[src/rtl/ama_riscv_trace_sink.sv]
// ama_riscv_trace_sink: first-word-fall-through buffer for the core retirement trace, with drop
// accounting, tohost end-of-test detection and optional statistics (macro TRACE_SINK_STATS_EN).
module ama_riscv_trace_sink #(
    parameter int DEPTH = 8,
    parameter int CNT_W = 32
) (
    input  logic             clk,
    input  logic             rst,
    input  logic             ret_valid,
    input  logic [31:0]      ret_inst,
    input  logic [31:0]      ret_pc,
    input  logic             ret_branch_inst,
    input  logic             ret_branch_taken,
    input  logic             ret_bp_hit,
    input  logic [31:0]      ret_dmem_addr,
    input  logic [3:0]       ret_dmem_size,
    input  logic [31:0]      csr_tohost,
    output logic             out_valid,
    input  logic             out_ready,
    output logic [102:0]     out_data,
    output logic             overflow,
    output logic [15:0]      dropped_cnt,
    output logic             done,
    output logic [31:0]      tohost_val,
    output logic [CNT_W-1:0] cnt_ret,
    output logic [CNT_W-1:0] cnt_branch,
    output logic [CNT_W-1:0] cnt_taken,
    output logic [CNT_W-1:0] cnt_bp_hit,
    output logic [CNT_W-1:0] cnt_load,
    output logic [CNT_W-1:0] cnt_store
);
    localparam int AW    = $clog2(DEPTH);
    localparam int REC_W = 103;
    localparam logic [AW:0] PTR_ONE = {{AW{1'b0}}, 1'b1};

    typedef enum logic [1:0] {
        RUN   = 2'd0,
        DRAIN = 2'd1,
        DONE  = 2'd2
    } state_t;

    state_t           state_q, state_d;
    logic [AW:0]      wptr_q, wptr_d;
    logic [AW:0]      rptr_q, rptr_d;
    logic             overflow_q, overflow_d;
    logic [15:0]      dropped_cnt_q, dropped_cnt_d;
    logic [31:0]      tohost_val_q, tohost_val_d;
    logic [REC_W-1:0] mem_q [DEPTH];

    logic             empty;
    logic             full;
    logic             pop;
    logic             accept;
    logic             push;
    logic             drop;
    logic [REC_W-1:0] rec;

    assign empty  = (wptr_q == rptr_q);
    assign full   = (wptr_q[AW] != rptr_q[AW]) && (wptr_q[AW-1:0] == rptr_q[AW-1:0]);
    assign pop    = !empty && out_ready;
    // The tohost capture cycle is still RUN, so its record is accepted like any other.
    assign accept = ret_valid && (state_q == RUN);
    assign push   = accept && (!full || pop);
    assign drop   = accept && full && !pop;
    assign rec    = {ret_pc, ret_inst, ret_dmem_addr, ret_dmem_size,
                     ret_branch_inst, ret_branch_taken, ret_bp_hit};

    always_comb begin
        state_d       = state_q;
        tohost_val_d  = tohost_val_q;
        overflow_d    = overflow_q;
        dropped_cnt_d = dropped_cnt_q;
        wptr_d        = push ? (wptr_q + PTR_ONE) : wptr_q;
        rptr_d        = pop ? (rptr_q + PTR_ONE) : rptr_q;
        if (drop) begin
            overflow_d = 1'b1;
            if (dropped_cnt_q != 16'hFFFF) begin
                dropped_cnt_d = dropped_cnt_q + 16'd1;
            end
        end
        case (state_q)
            RUN: begin
                if (csr_tohost != 32'd0) begin
                    state_d      = DRAIN;
                    tohost_val_d = csr_tohost;
                end
            end
            DRAIN: begin
                if (empty) begin
                    state_d = DONE;
                end
            end
            DONE:    state_d = DONE;
            default: state_d = RUN;
        endcase
    end

    always_ff @(posedge clk or posedge rst) begin
        if (rst) begin
            state_q       <= RUN;
            wptr_q        <= '0;
            rptr_q        <= '0;
            overflow_q    <= 1'b0;
            dropped_cnt_q <= 16'd0;
            tohost_val_q  <= 32'd0;
        end else begin
            state_q       <= state_d;
            wptr_q        <= wptr_d;
            rptr_q        <= rptr_d;
            overflow_q    <= overflow_d;
            dropped_cnt_q <= dropped_cnt_d;
            tohost_val_q  <= tohost_val_d;
        end
    end

    // Entry storage carries no reset; the empty mask below hides stale contents.
    always_ff @(posedge clk) begin
        if (push) begin
            mem_q[wptr_q[AW-1:0]] <= rec;
        end
    end

    assign out_valid   = !empty;
    assign out_data    = empty ? '0 : mem_q[rptr_q[AW-1:0]];
    assign overflow    = overflow_q;
    assign dropped_cnt = dropped_cnt_q;
    assign done        = (state_q == DONE);
    assign tohost_val  = tohost_val_q;

`ifdef TRACE_SINK_STATS_EN
    localparam logic [CNT_W-1:0] CNT_ONE = {{(CNT_W-1){1'b0}}, 1'b1};

    logic [CNT_W-1:0] cnt_ret_q, cnt_ret_d;
    logic [CNT_W-1:0] cnt_branch_q, cnt_branch_d;
    logic [CNT_W-1:0] cnt_taken_q, cnt_taken_d;
    logic [CNT_W-1:0] cnt_bp_hit_q, cnt_bp_hit_d;
    logic [CNT_W-1:0] cnt_load_q, cnt_load_d;
    logic [CNT_W-1:0] cnt_store_q, cnt_store_d;

    // Dropped records are still counted: the statistics describe retirement, not buffering.
    always_comb begin
        cnt_ret_d    = cnt_ret_q;
        cnt_branch_d = cnt_branch_q;
        cnt_taken_d  = cnt_taken_q;
        cnt_bp_hit_d = cnt_bp_hit_q;
        cnt_load_d   = cnt_load_q;
        cnt_store_d  = cnt_store_q;
        if (accept) begin
            cnt_ret_d = cnt_ret_q + CNT_ONE;
            if (ret_branch_inst) begin
                cnt_branch_d = cnt_branch_q + CNT_ONE;
                if (ret_branch_taken) cnt_taken_d = cnt_taken_q + CNT_ONE;
                if (ret_bp_hit) cnt_bp_hit_d = cnt_bp_hit_q + CNT_ONE;
            end
            if (ret_dmem_size < 4'd4) begin
                cnt_load_d = cnt_load_q + CNT_ONE;
            end else if (ret_dmem_size[3:2] == 2'b01) begin
                cnt_store_d = cnt_store_q + CNT_ONE;
            end
        end
    end

    always_ff @(posedge clk or posedge rst) begin
        if (rst) begin
            cnt_ret_q    <= '0;
            cnt_branch_q <= '0;
            cnt_taken_q  <= '0;
            cnt_bp_hit_q <= '0;
            cnt_load_q   <= '0;
            cnt_store_q  <= '0;
        end else begin
            cnt_ret_q    <= cnt_ret_d;
            cnt_branch_q <= cnt_branch_d;
            cnt_taken_q  <= cnt_taken_d;
            cnt_bp_hit_q <= cnt_bp_hit_d;
            cnt_load_q   <= cnt_load_d;
            cnt_store_q  <= cnt_store_d;
        end
    end

    assign cnt_ret    = cnt_ret_q;
    assign cnt_branch = cnt_branch_q;
    assign cnt_taken  = cnt_taken_q;
    assign cnt_bp_hit = cnt_bp_hit_q;
    assign cnt_load   = cnt_load_q;
    assign cnt_store  = cnt_store_q;
`else
    assign cnt_ret    = '0;
    assign cnt_branch = '0;
    assign cnt_taken  = '0;
    assign cnt_bp_hit = '0;
    assign cnt_load   = '0;
    assign cnt_store  = '0;
`endif

endmodule
[config.mk]
export PLATFORM = sky130hd
export DESIGN_NAME = ama_riscv_trace_sink
export DESIGN_NICKNAME = d
export VERILOG_FILES = /design/src/rtl/ama_riscv_trace_sink.sv
export SDC_FILE = /design/constraint.sdc
export NUM_CORES = 1
export LEC_CHECK = 0
export ABC_AREA = 1
export ABC_CLOCK_PERIOD_IN_PS = 16100
export CAP_MARGIN = 10
export CORE_MARGIN = 3
export CORE_UTILIZATION = 62
export CTS_BUF_LIST = sky130_fd_sc_hd__clkbuf_2 sky130_fd_sc_hd__clkbuf_4 sky130_fd_sc_hd__clkbuf_8
export CTS_CLUSTER_SIZE = 10
export DETAILED_ROUTE_END_ITERATION = 8
export PLACE_DENSITY = 0.95
export SYNTH_ARGS = -nofsm -noshare
export SYNTH_HDL_FRONTEND = slang
export SYNTH_SLANG_ARGS = --single-unit
[constraint.sdc]
create_clock -name clk -period 16.1 [get_ports clk]
set_clock_uncertainty 0.05 [all_clocks]
set_input_delay 2.415 -clock clk [delete_from_list [all_inputs] [get_ports clk]]
set_output_delay 2.415 -clock clk [all_outputs]
set_load 0.05 [all_outputs]
== Word-level counts from Yosys, hierarchy flattened ==
Memory sizes are Yosys's and may differ from the RTL's.
Cells that the tools add are included.
Word-level totals
  RAM bits: 824
  memories: 1
  word-level logic and storage cells: 39
  register bits after elaboration: 59
  output and inout bits: 346
  bits of input ports: 139
Memories
  mem_q: words 8, bits a word 103, rd ports 1, clocked after Yosys merged registers in 0, wr ports 1, line 48  | logic [REC_W-1:0] mem_q [DEPTH];
Operators by class
  $add $sub $neg: 3
  equality and inequality tests: 8
  multiplexer cells: 6
  reduce and logical (&&, ||, !) cells: 15
Operators by type and width (count)
  $mux W103: 1
  $reduce_bool A32 Y1: 1
  $add A16 B1 Y16 const B: 1
  $ne A16 B16 Y1 const B: 1
  $add A4 B1 Y4 const B: 2
  $logic_and A1 B1 Y1: 6
  $pmux W2 S3: 1
  $reduce_and A2 Y1: 3
  $eq A4 B4 Y1: 1
  $mux W2: 2
  $eq A3 B3 Y1: 1
  $logic_not A1 Y1: 3
  $eq A2 B1 Y1 const B: 1
  $eq A2 B2 Y1 const B: 1
  $logic_not A2 Y1: 1
  $mux W1: 2
  $ne A2 B1 Y1 const B: 1
  $ne A2 B2 Y1 const B: 1
  $logic_or A1 B1 Y1: 1
  $ne A1 B1 Y1: 1

== Depth between registers and ports, before layout ==
Gate-level depths: netlist of run 1.
  depth in word-level cells: 7
  mapped depth: 11
  mapped depth without buffers: 9

== Worst setup path before layout of run 1 ==
Ideal clock, no wire load.
  path type: input to register
  from: input ret_valid
  to: memory mem_q[2][0], enable pin
  path slack: 8.446 ns
  data required time: 15.484 ns
  buffers on the path: 0
  stages on the path: 4
  data arrival time: 7.038 ns
  library setup time: 0.566 ns
  cells stage by stage: nand2_1 inv_1 nand3_1 nor2_1
Between the ends
  word-level cells in the longest chain between the ends: 4
Ends and longest elaborated chain
  start: declaration: line 9  | input logic ret_valid,
  $logic_and A1 B1 Y1: line 62  | assign accept = ret_valid && (state_q == RUN);
  $logic_and A1 B1 Y1: line 63  | assign push = accept && (!full || pop);
  $mux W1: line 118  | if (push) begin
  $mux W1 (not written as such): line 119  | mem_q[wptr_q[AW-1:0]] <= rec;
  end: declaration: line 48
Every way passes these cells.

== Worst setup path in the final report of run 1 ==
  from: register rptr_q[0]
  to: output out_data[28]
Between the ends
  word-level cells in the longest chain between the ends: 2
  elaborated cells on any way between the ends: 3
  those cells by class: eq/ne (1); mux (1); memory (1)
Ends and longest elaborated chain
  start: declaration: line 44  | logic [AW:0] rptr_q, rptr_d;
  start signal: assignment: line 109  | rptr_q <= rptr_d;
  $mem_v2 Z8 W103 / $eq A4 B4 Y1 (equally long branches)
  $mux W103 *: line 124  | assign out_data = empty ? '0 : mem_q[rptr_q[AW-1:0]];
  end: declaration: line 20  | output logic [102:0] out_data,
Every way passes the cells marked *; elsewhere a longest branch is shown, timed or not.

==> out/summary.md, run 1 <==
The run gives 11 as the number of antenna violations at the first check in global routing. The tools report the first-pass GRT wire length as 133000 µm. Synthesis produced a netlist whose cell count is 2920. In this run the count of I/O pins placed on the die edge is 485. In this run the number of H-tree levels came out at 4. The critical path capture point type was a primary output. At the pin with the least slew margin, the transition time is 1.23 ns. The run gives 6 as the number of search-and-repair iterations in the first detailed-routing pass. The flow ran to the end, and the final reports show no timing, DRC or antenna violations. The ratio of cells with drive above 1 in the final layout is 0.0895. Setup repair after global routing left no endpoint under its margin.

Tracing the worst setup path back leads to its startpoint at rptr_q[0]. The number of library cell types mapped by synthesis is 32, and the met1 routing resource usage after global routing is 0.347. The overall global routing resource usage is 0.278, and the post-route DRC violation count is 0. Internal power comes to 4930 µW.

The worst hold path begins at tohost_val[10]. The mean instance size in the synthesized netlist is 12.6 µm². The nature of the critical path startpoint is a flop. IR analysis of the VDD net gives a maximum drop of 250 µV. The routed design could run at a clock period as short as 8.07 ns. The switching share of total power is 0.449, and the overall routed net length is 88900 µm. The count of final hold-check violations came out at 0. The tools report the final number of max-transition violations as 0. In the final layout, the multi-input gates occupy 0.00893 mm². The analysis attributes to net switching a power of 4030 µW. The peak fanout along the critical path is 98, and the met2 track demand over resource is 0.464. Counting the buffers created by CTS gives 137. The tools report the via count of the first global-routing pass as 23700. Routability-driven placement finished with a final weighted congestion of 0.913. In this run the cell area of the synthesized design comes to 0.0368 mm². The tree is rooted in a sky130_fd_sc_hd__clkbuf_8. Dividing the detail-routed via count by the number of cells gives 5.93. After the first detailed-routing iteration, the DRC count stood at 2557.

The clock share of power was 0.205. Clock-pin slew was measured on the worst setup and hold paths at 0.07 ns. Setup violations remaining at the end of the flow were counted as 0. The floorplan step defined a die boundary enclosing 0.0623 mm².

The logs give 0.76 ns for the clock latency of the later-clocked register in the worst-skew pair and 0 ns for the total negative slack. The signed area change from the synthesized netlist to the final layout is 14.3%. TritonCTS built the clock tree. The path class of the tightest hold or removal check is flop to flop. Hold repair after CTS inserted 0 buffers. The relative slew slack was 0.178; the final global-route overflow total was 0. The number of sinks on the clock net is 883. The most frequent standard cell in the layout excluding fill and tap cells is sky130_fd_sc_hd__edfxtp_1. Gates resized during post-CTS repair numbered 0. The final cycle utilization of the critical path came out at 0.501. For the maximum number of pins on one net before global-route repair, the log shows 236. Summing over every cut layer, the via total after detailed routing is 24200. The combinational share of power is 0.472, and the filler cell count is 3380. For the required time of the critical path, the log shows 13.64 ns.

The core area was 0.0582 mm²; the total number of yosys warnings was 0. The total of flip-flops plus latches after synthesis is 883, and the sequential-to-total area share from yosys stat is 0.713. Once detail routing completed, the nets flagged for antenna violations numbered 0. The effective utilization at floorplan is 0.632, and the number of max-cap violations is 0. The overall power is 8960 µW, and the power density relative to cell area is 213 mW/mm². The arrival time of the worst setup path is 5.60 ns, and the register area is 0.0262 mm². The layer with the highest usage is met2. In the layout the commonest cells are 824 x sky130_fd_sc_hd__edfxtp_1, 657 x sky130_fd_sc_hd__nor2_1, 328 x sky130_fd_sc_hd__o21ai_0, 292 x sky130_fd_sc_hd__clkdlybuf4s50_1, 192 x sky130_fd_sc_hd__conb_1.

Worst reg2reg path startpoint: rptr_q[2]. After detailed routing, the average wire length per cell comes to 21.8 µm. The met3 routing resource usage after global routing came out at 0.0624. The worst setup path is of the flop to primary output kind.

From bottom edge to top edge, the die measures 250 µm. The die outline width is 250 µm. In the final design database the tool counted 3350 nets. Buffers added to address setup during post-CTS repair amount to 0. Detailed-placement wirelength estimate: 48600 µm. Static timing analysis puts the maximum clock frequency at 124 MHz.

In this run the core area contains 88 standard-cell rows. The run gives 3 as the number of buffers between clock root and the deepest sink. The reported leakage power was 0.0149 µW; the portion of total power attributed to sequential cells was 0.323. In this run the tool buffered the top-level ports with 292 buffer cells.
-- critical path: stages (launching register included) --
cell and delay (ns):
sky130_fd_sc_hd__dfrtp_4 0.89, sky130_fd_sc_hd__buf_4 0.92, sky130_fd_sc_hd__buf_4 1.02, sky130_fd_sc_hd__nor2_1 0.19
sky130_fd_sc_hd__nor2_1 0.23, sky130_fd_sc_hd__o21ai_0 0.20, sky130_fd_sc_hd__o21ai_1 0.14, sky130_fd_sc_hd__o21ai_0 0.11
sky130_fd_sc_hd__nor2_1 0.24, sky130_fd_sc_hd__clkdlybuf4s50_1 0.84
-- synth_stat cells --
cell / n / area share
sky130_fd_sc_hd__buf_2: 51 / 0.0069
sky130_fd_sc_hd__nand3_1: 50 / 0.0068
sky130_fd_sc_hd__buf_4: 217 / 0.044
sky130_fd_sc_hd__buf_6: 6 / 0.0018
sky130_fd_sc_hd__nand3_2: 2 / 0.00054
sky130_fd_sc_hd__ha_1: 7 / 0.0024
sky130_fd_sc_hd__nand4_1: 2 / 0.00034
sky130_fd_sc_hd__nand2_4: 1 / 0.00031
sky130_fd_sc_hd__buf_8: 2 / 0.00082
sky130_fd_sc_hd__a21oi_1: 1 / 0.00014
sky130_fd_sc_hd__clkbuf_1: 74 / 0.0075
sky130_fd_sc_hd__edfxtp_1: 824 / 0.67
sky130_fd_sc_hd__xnor2_1: 10 / 0.0024
sky130_fd_sc_hd__nor2_2: 1 / 0.00017
sky130_fd_sc_hd__nor2_4: 1 / 0.00031
sky130_fd_sc_hd__nor2_1: 665 / 0.068
sky130_fd_sc_hd__dfrtp_1: 59 / 0.040
sky130_fd_sc_hd__buf_1: 15 / 0.0015
sky130_fd_sc_hd__xnor2_4: 1 / 0.00075
sky130_fd_sc_hd__xor2_1: 11 / 0.0026
sky130_fd_sc_hd__inv_2: 3 / 0.00031
sky130_fd_sc_hd__nand2_2: 3 / 0.00051
sky130_fd_sc_hd__conb_1: 1 / 0.00010
sky130_fd_sc_hd__inv_1: 16 / 0.0016
sky130_fd_sc_hd__o21ai_0: 328 / 0.045
sky130_fd_sc_hd__buf_12: 2 / 0.0011
sky130_fd_sc_hd__o21ai_1: 158 / 0.021
sky130_fd_sc_hd__o21ai_2: 29 / 0.0069
sky130_fd_sc_hd__o22ai_1: 103 / 0.018
sky130_fd_sc_hd__mux2i_1: 103 / 0.028
sky130_fd_sc_hd__nor3_1: 2 / 0.00027
sky130_fd_sc_hd__nand2_1: 172 / 0.018
-- path summary, 6_finish.rpt --
kind	endpoint	slack, ns	cells after the start
min	tohost_val[10]	0.43	2
max in group asynchronous	rptr_q[1]	13.31	3
max reg2reg	mem_q[0][46]	11.25	9
min in group asynchronous	tohost_val[8]	2.14	3
max	out_data[28]	8.03	9
min reg2reg	tohost_val[10]	0.43	2
-- routing by layer --
| metal | wire, µm | part of all wire | vias to the layer above |
|---|---|---|---|
| met3 | 9230 | 0.10 | 263 |
| met1 | 31700 | 0.36 | 11700 |
| li1 | - | - | 10600 |
| met4 | 3180 | 0.036 | 8 |
| met2 | 44800 | 0.50 | 1651 |
| met5 | 70 | 0.00079 | - |
-- sequential cells by signal, summed over array words and instances, names as in the netlist --
register     flops
state_q          2
overflow         1
wptr_q           4
rptr_q           4
mem_q          824
tohost_val      32
dropped_cnt     16
-- power by group through the flow --
stage                     clock [µW]  sequential (µW)  combinational, µW
after floorplan                    0             2990               2880
after global placement             0             2920               4050
after detailed placement           0             2930               4150
after CTS                       1860             2890               4210
after global routing            1950             2910               4450
final                           1840             2900               4230
-- layout make-up --
type | count | share of cell area
diodes | 8 | 0.000476
clock inverters | 51 | 0.00833
inverters | 19 | 0.00193
clock buffers | 192 | 0.0557
well taps | 765 | 0.0228
repair buffers | 321 | 0.0750
multi-input cells | 1842 | 0.212
flip-flops and latches | 883 | 0.624
-- kinds of logic after synthesis --
group | count (synthesis) | synth area share
xor gates and xnor gates | 22 | 0.00575
and+or+nand+nor | 899 | 0.0946
AOI/OAI and AO/OA | 619 | 0.0906
adders and majority gates | 7 | 0.00238
other | 1 | 0.000102
muxes | 103 | 0.0280
DFF | 883 | 0.713
buffers and inverters | 386 | 0.0660
-- metrics by stage --
| stage | utilization | hold WS [ns] | setup slack, ns | instance area, µm² | instances |
|---|---|---|---|---|---|
| global route | 0.722 | 0.452 | 7.87 | 42100 | 4080 |
| CTS | 0.722 | 0.432 | 8.12 | 42000 | 4073 |
| floorplan | - | 0.417 | 8.45 | 37500 | 3111 |
| detailed placement | 0.676 | 0.413 | 9.14 | 39400 | 3830 |
| finish | 0.722 | 0.431 | 8.03 | 42100 | 4081 |
| global placement | 0.676 | 0.397 | 9.27 | 39400 | 3830 |
(Power assumes the default switching activity.)
==> run 2, diff against run 1 <==
ABC_CLOCK_PERIOD_IN_PS = 6900   (was 16100)
CORE_UTILIZATION = 52   (was 62)
PLACE_DENSITY = 0.87   (was 0.95)
clock period = 6.9 ns   (was 16.1 ns; I/O delays follow)
==> run 2 against run 1 <==
  * Final cell count up 4.0%
  * Clock power up 130%
  * Register-to-register slack worse by 8.1 ns
  * First-iteration DRC count down 6.0%
  * Routed wire length down 4.1%
  * Largest cell class unchanged
  * Highest routed layer unchanged
==> out/summary.md, run 2 (same netlist as run 1, synthesis figures left out) <==
The required time of the critical path is 5.81 ns (-7.83 ns). The run gives 4.48 ns (-1.12 ns) as the arrival time of the worst setup path. The number of H-tree levels came out at 4 (unchanged). The number of flip-flops in the largest register is 824 (unchanged). The power density relative to cell area was 488 mW/mm² (+130%); the number of port buffers was 292 (unchanged). The number of buffers inserted by post-CTS setup repair was 0 (unchanged). The root buffer cell chosen for the clock tree is sky130_fd_sc_hd__clkbuf_8. The maximum number of pins on one net before global-route repair is 213 (-9.7%).

Ratio of cells with drive above 1 in the final layout: 0.0904 (+0.000880). The filler cell count was 4969 (+47%); the number of sinks on the clock net was 883 (unchanged). The total negative slack was 0 ns (unchanged). In the layout the commonest cells are 824 x sky130_fd_sc_hd__edfxtp_1, 657 x sky130_fd_sc_hd__nor2_1, 328 x sky130_fd_sc_hd__o21ai_0, 292 x sky130_fd_sc_hd__clkdlybuf4s50_1, 192 x sky130_fd_sc_hd__conb_1. The hold buffer count at CTS came out at 0 (unchanged). The worst setup path is of the flop to primary output kind.

The effective utilization at floorplan is 0.531 (-0.101). STA classifies the critical path startpoint as a flop. The clock latency of the later-clocked register in the worst-skew pair came out at 0.76 ns (about the same). The final non-filler cell area was 0.0424 mm² (+0.68%); the number of search-and-repair iterations in the first detailed-routing pass was 6 (unchanged). The area growth from synthesis to layout is 15.1%.

In this run the worst hold path is classified as flop to flop. The post-route DRC violation count is 0 (unchanged). Number of buffers between clock root and the deepest sink: 3 (unchanged). The tools report the endpoint with the worst hold slack as tohost_val[4].

The run gives 3997 (+4.4%) as the placed cell count. The logs give 3352 (+0.060%) for the layout net count and 138 (+0.73%) for the number of buffers inserted during clock tree synthesis. Number of antenna violations at the first check in global routing: 8 (-3).

The total cell area at the placement stage is 0.0397 mm² (+0.83%). The tools report the final global-route overflow total as 0 (unchanged). Most frequent standard cell in the layout excluding fill and tap cells: sky130_fd_sc_hd__edfxtp_1. The clock period could shrink to 5.57 ns. The number of non-filler instances in the completed layout was 4245 (+4.0%); the number of max-cap violations was 0 (unchanged).

The run gives 23400 (-3.2%) as the detailed-route via count. The average wire length per cell after detail routing works out to 20.1 µm (-7.8%). The placement row count is 96 (+9.1%), and the number of nets with antenna violations after routing is 0 (unchanged). The run gives 180 MHz as the timing-limited maximum frequency. TritonCTS built the clock tree. The die outline area was 0.0740 mm² (+19%); the peak fanout along the critical path was 162 (+65%). The final number of max-transition violations is 0 (unchanged), and the depth of the worst register-to-register path is 7 (-2). The core area is 0.0693 mm² (+19%). The tools report the via count of the first global-routing pass as 22800 (-4.0%). For the routability congestion estimate, the log shows 0.904 (-1.0%). Capture point of the worst reg-to-reg path: mem_q[0][102]. Worst ir drop on vdd: 735 µV (+190%). Setup repair after global routing left no endpoint under its margin. The number of primary I/O pins is 485 (unchanged). The tools report the setup slack on the worst flop-to-flop path as 3.17 ns (-8.08 ns). The reported leakage power was 0.0150 µW (about the same).

For the hold slack, the log shows 0.418 ns (-0.0134 ns). The count of final hold-check violations is 0 (unchanged). The count of final setup violators is 0 (unchanged).

First-pass GRT wire length: 130000 µm (-3.0%). The CTS clock-pin slew for the worst setup and hold paths is 0.06 ns (about the same). The height of the die was 272 µm (+9.0%). The actual slew at the worst max-slew pin was 1.21 ns (-0.0265 ns). The flow ran to the end, and the final reports show no timing, DRC or antenna violations. The die outline width is 272 µm (+9.0%). For the detailed-placement wirelength estimate, the log shows 46300 µm (-4.8%). For the relative slew slack, the log shows 0.196 (+0.0177).

The worst setup path is captured at a primary output. Origin of the worst min-delay path: tohost_val[4]. The number of cells traversed by the worst hold path is 2 (unchanged). The worst reg2reg path startpoint is rptr_q[2]. The number of gates resized after CTS was 0 (unchanged). The final cycle utilization of the critical path is 0.807.

The overall global routing resource usage is 0.227 (-0.0511), and the average vias per placed instance is 5.52 (-7.0%). The logs give 85200 µm (-4.1%) for the overall routed net length and 2403 (-6.0%) for the violation count after the first detailed-routing iteration.
run 2: worst max path at each step:
stage                         start            to  slack [ns]
after floorplan           ret_valid   mem_q[2][0]        0.63
after global placement    rptr_q[2]  out_data[70]        2.10
after detailed placement  rptr_q[2]  out_data[70]        2.07
after CTS                 rptr_q[2]  out_data[70]        1.23
after global routing      rptr_q[0]  out_data[39]        1.14
final                     rptr_q[0]  out_data[39]        1.33
run 2: per-layer routing:
metal,share of wire,global-route usage
met1,0.38,0.284
met5,0.00049,0
met4,0.026,0.0915
met3,0.086,0.0534
met2,0.51,0.384
run 2: cell type report:
type | count | area (µm²) | area share
Sequential cell | 883 | 26200 | 0.619
Clock buffer | 186 | 2300 | 0.0542
Antenna cell | 5 | 12.5 | 0.000295
Multi-Input combinational cell | 1842 | 8930 | 0.211
Inverter | 19 | 81.3 | 0.00192
Tap cell | 931 | 1160 | 0.0275
Timing Repair Buffer | 322 | 3270 | 0.0773
Clock inverter | 57 | 362 | 0.00854
run 2: where the power goes:
part           internal (µW)  switching [µW]  total (µW)
logic                   2860            6890        9750
clock network           2250            1970        4220
registers               6360             360        6720
total                  11500            9210       20700
run 2: metrics by stage:
stage                      util  setup WS (ns)  total power, µW
after global routing      0.611           1.14            21700
after detailed placement  0.573           2.07            16500
final                     0.611           1.33            20700
after global placement    0.573           2.10            16300
after floorplan               -          0.626            13700
after CTS                 0.611           1.23            20800
run 2: worst max-delay path, cell delays in order (launching register included):
cell and delay [ns]:
sky130_fd_sc_hd__dfrtp_4 0.74, sky130_fd_sc_hd__inv_8 0.76, sky130_fd_sc_hd__buf_4 0.51, sky130_fd_sc_hd__o21ai_0 0.20, sky130_fd_sc_hd__o21ai_1 0.13, sky130_fd_sc_hd__o21ai_0 0.12
sky130_fd_sc_hd__nor2_1 0.20, sky130_fd_sc_hd__clkdlybuf4s50_1 0.87
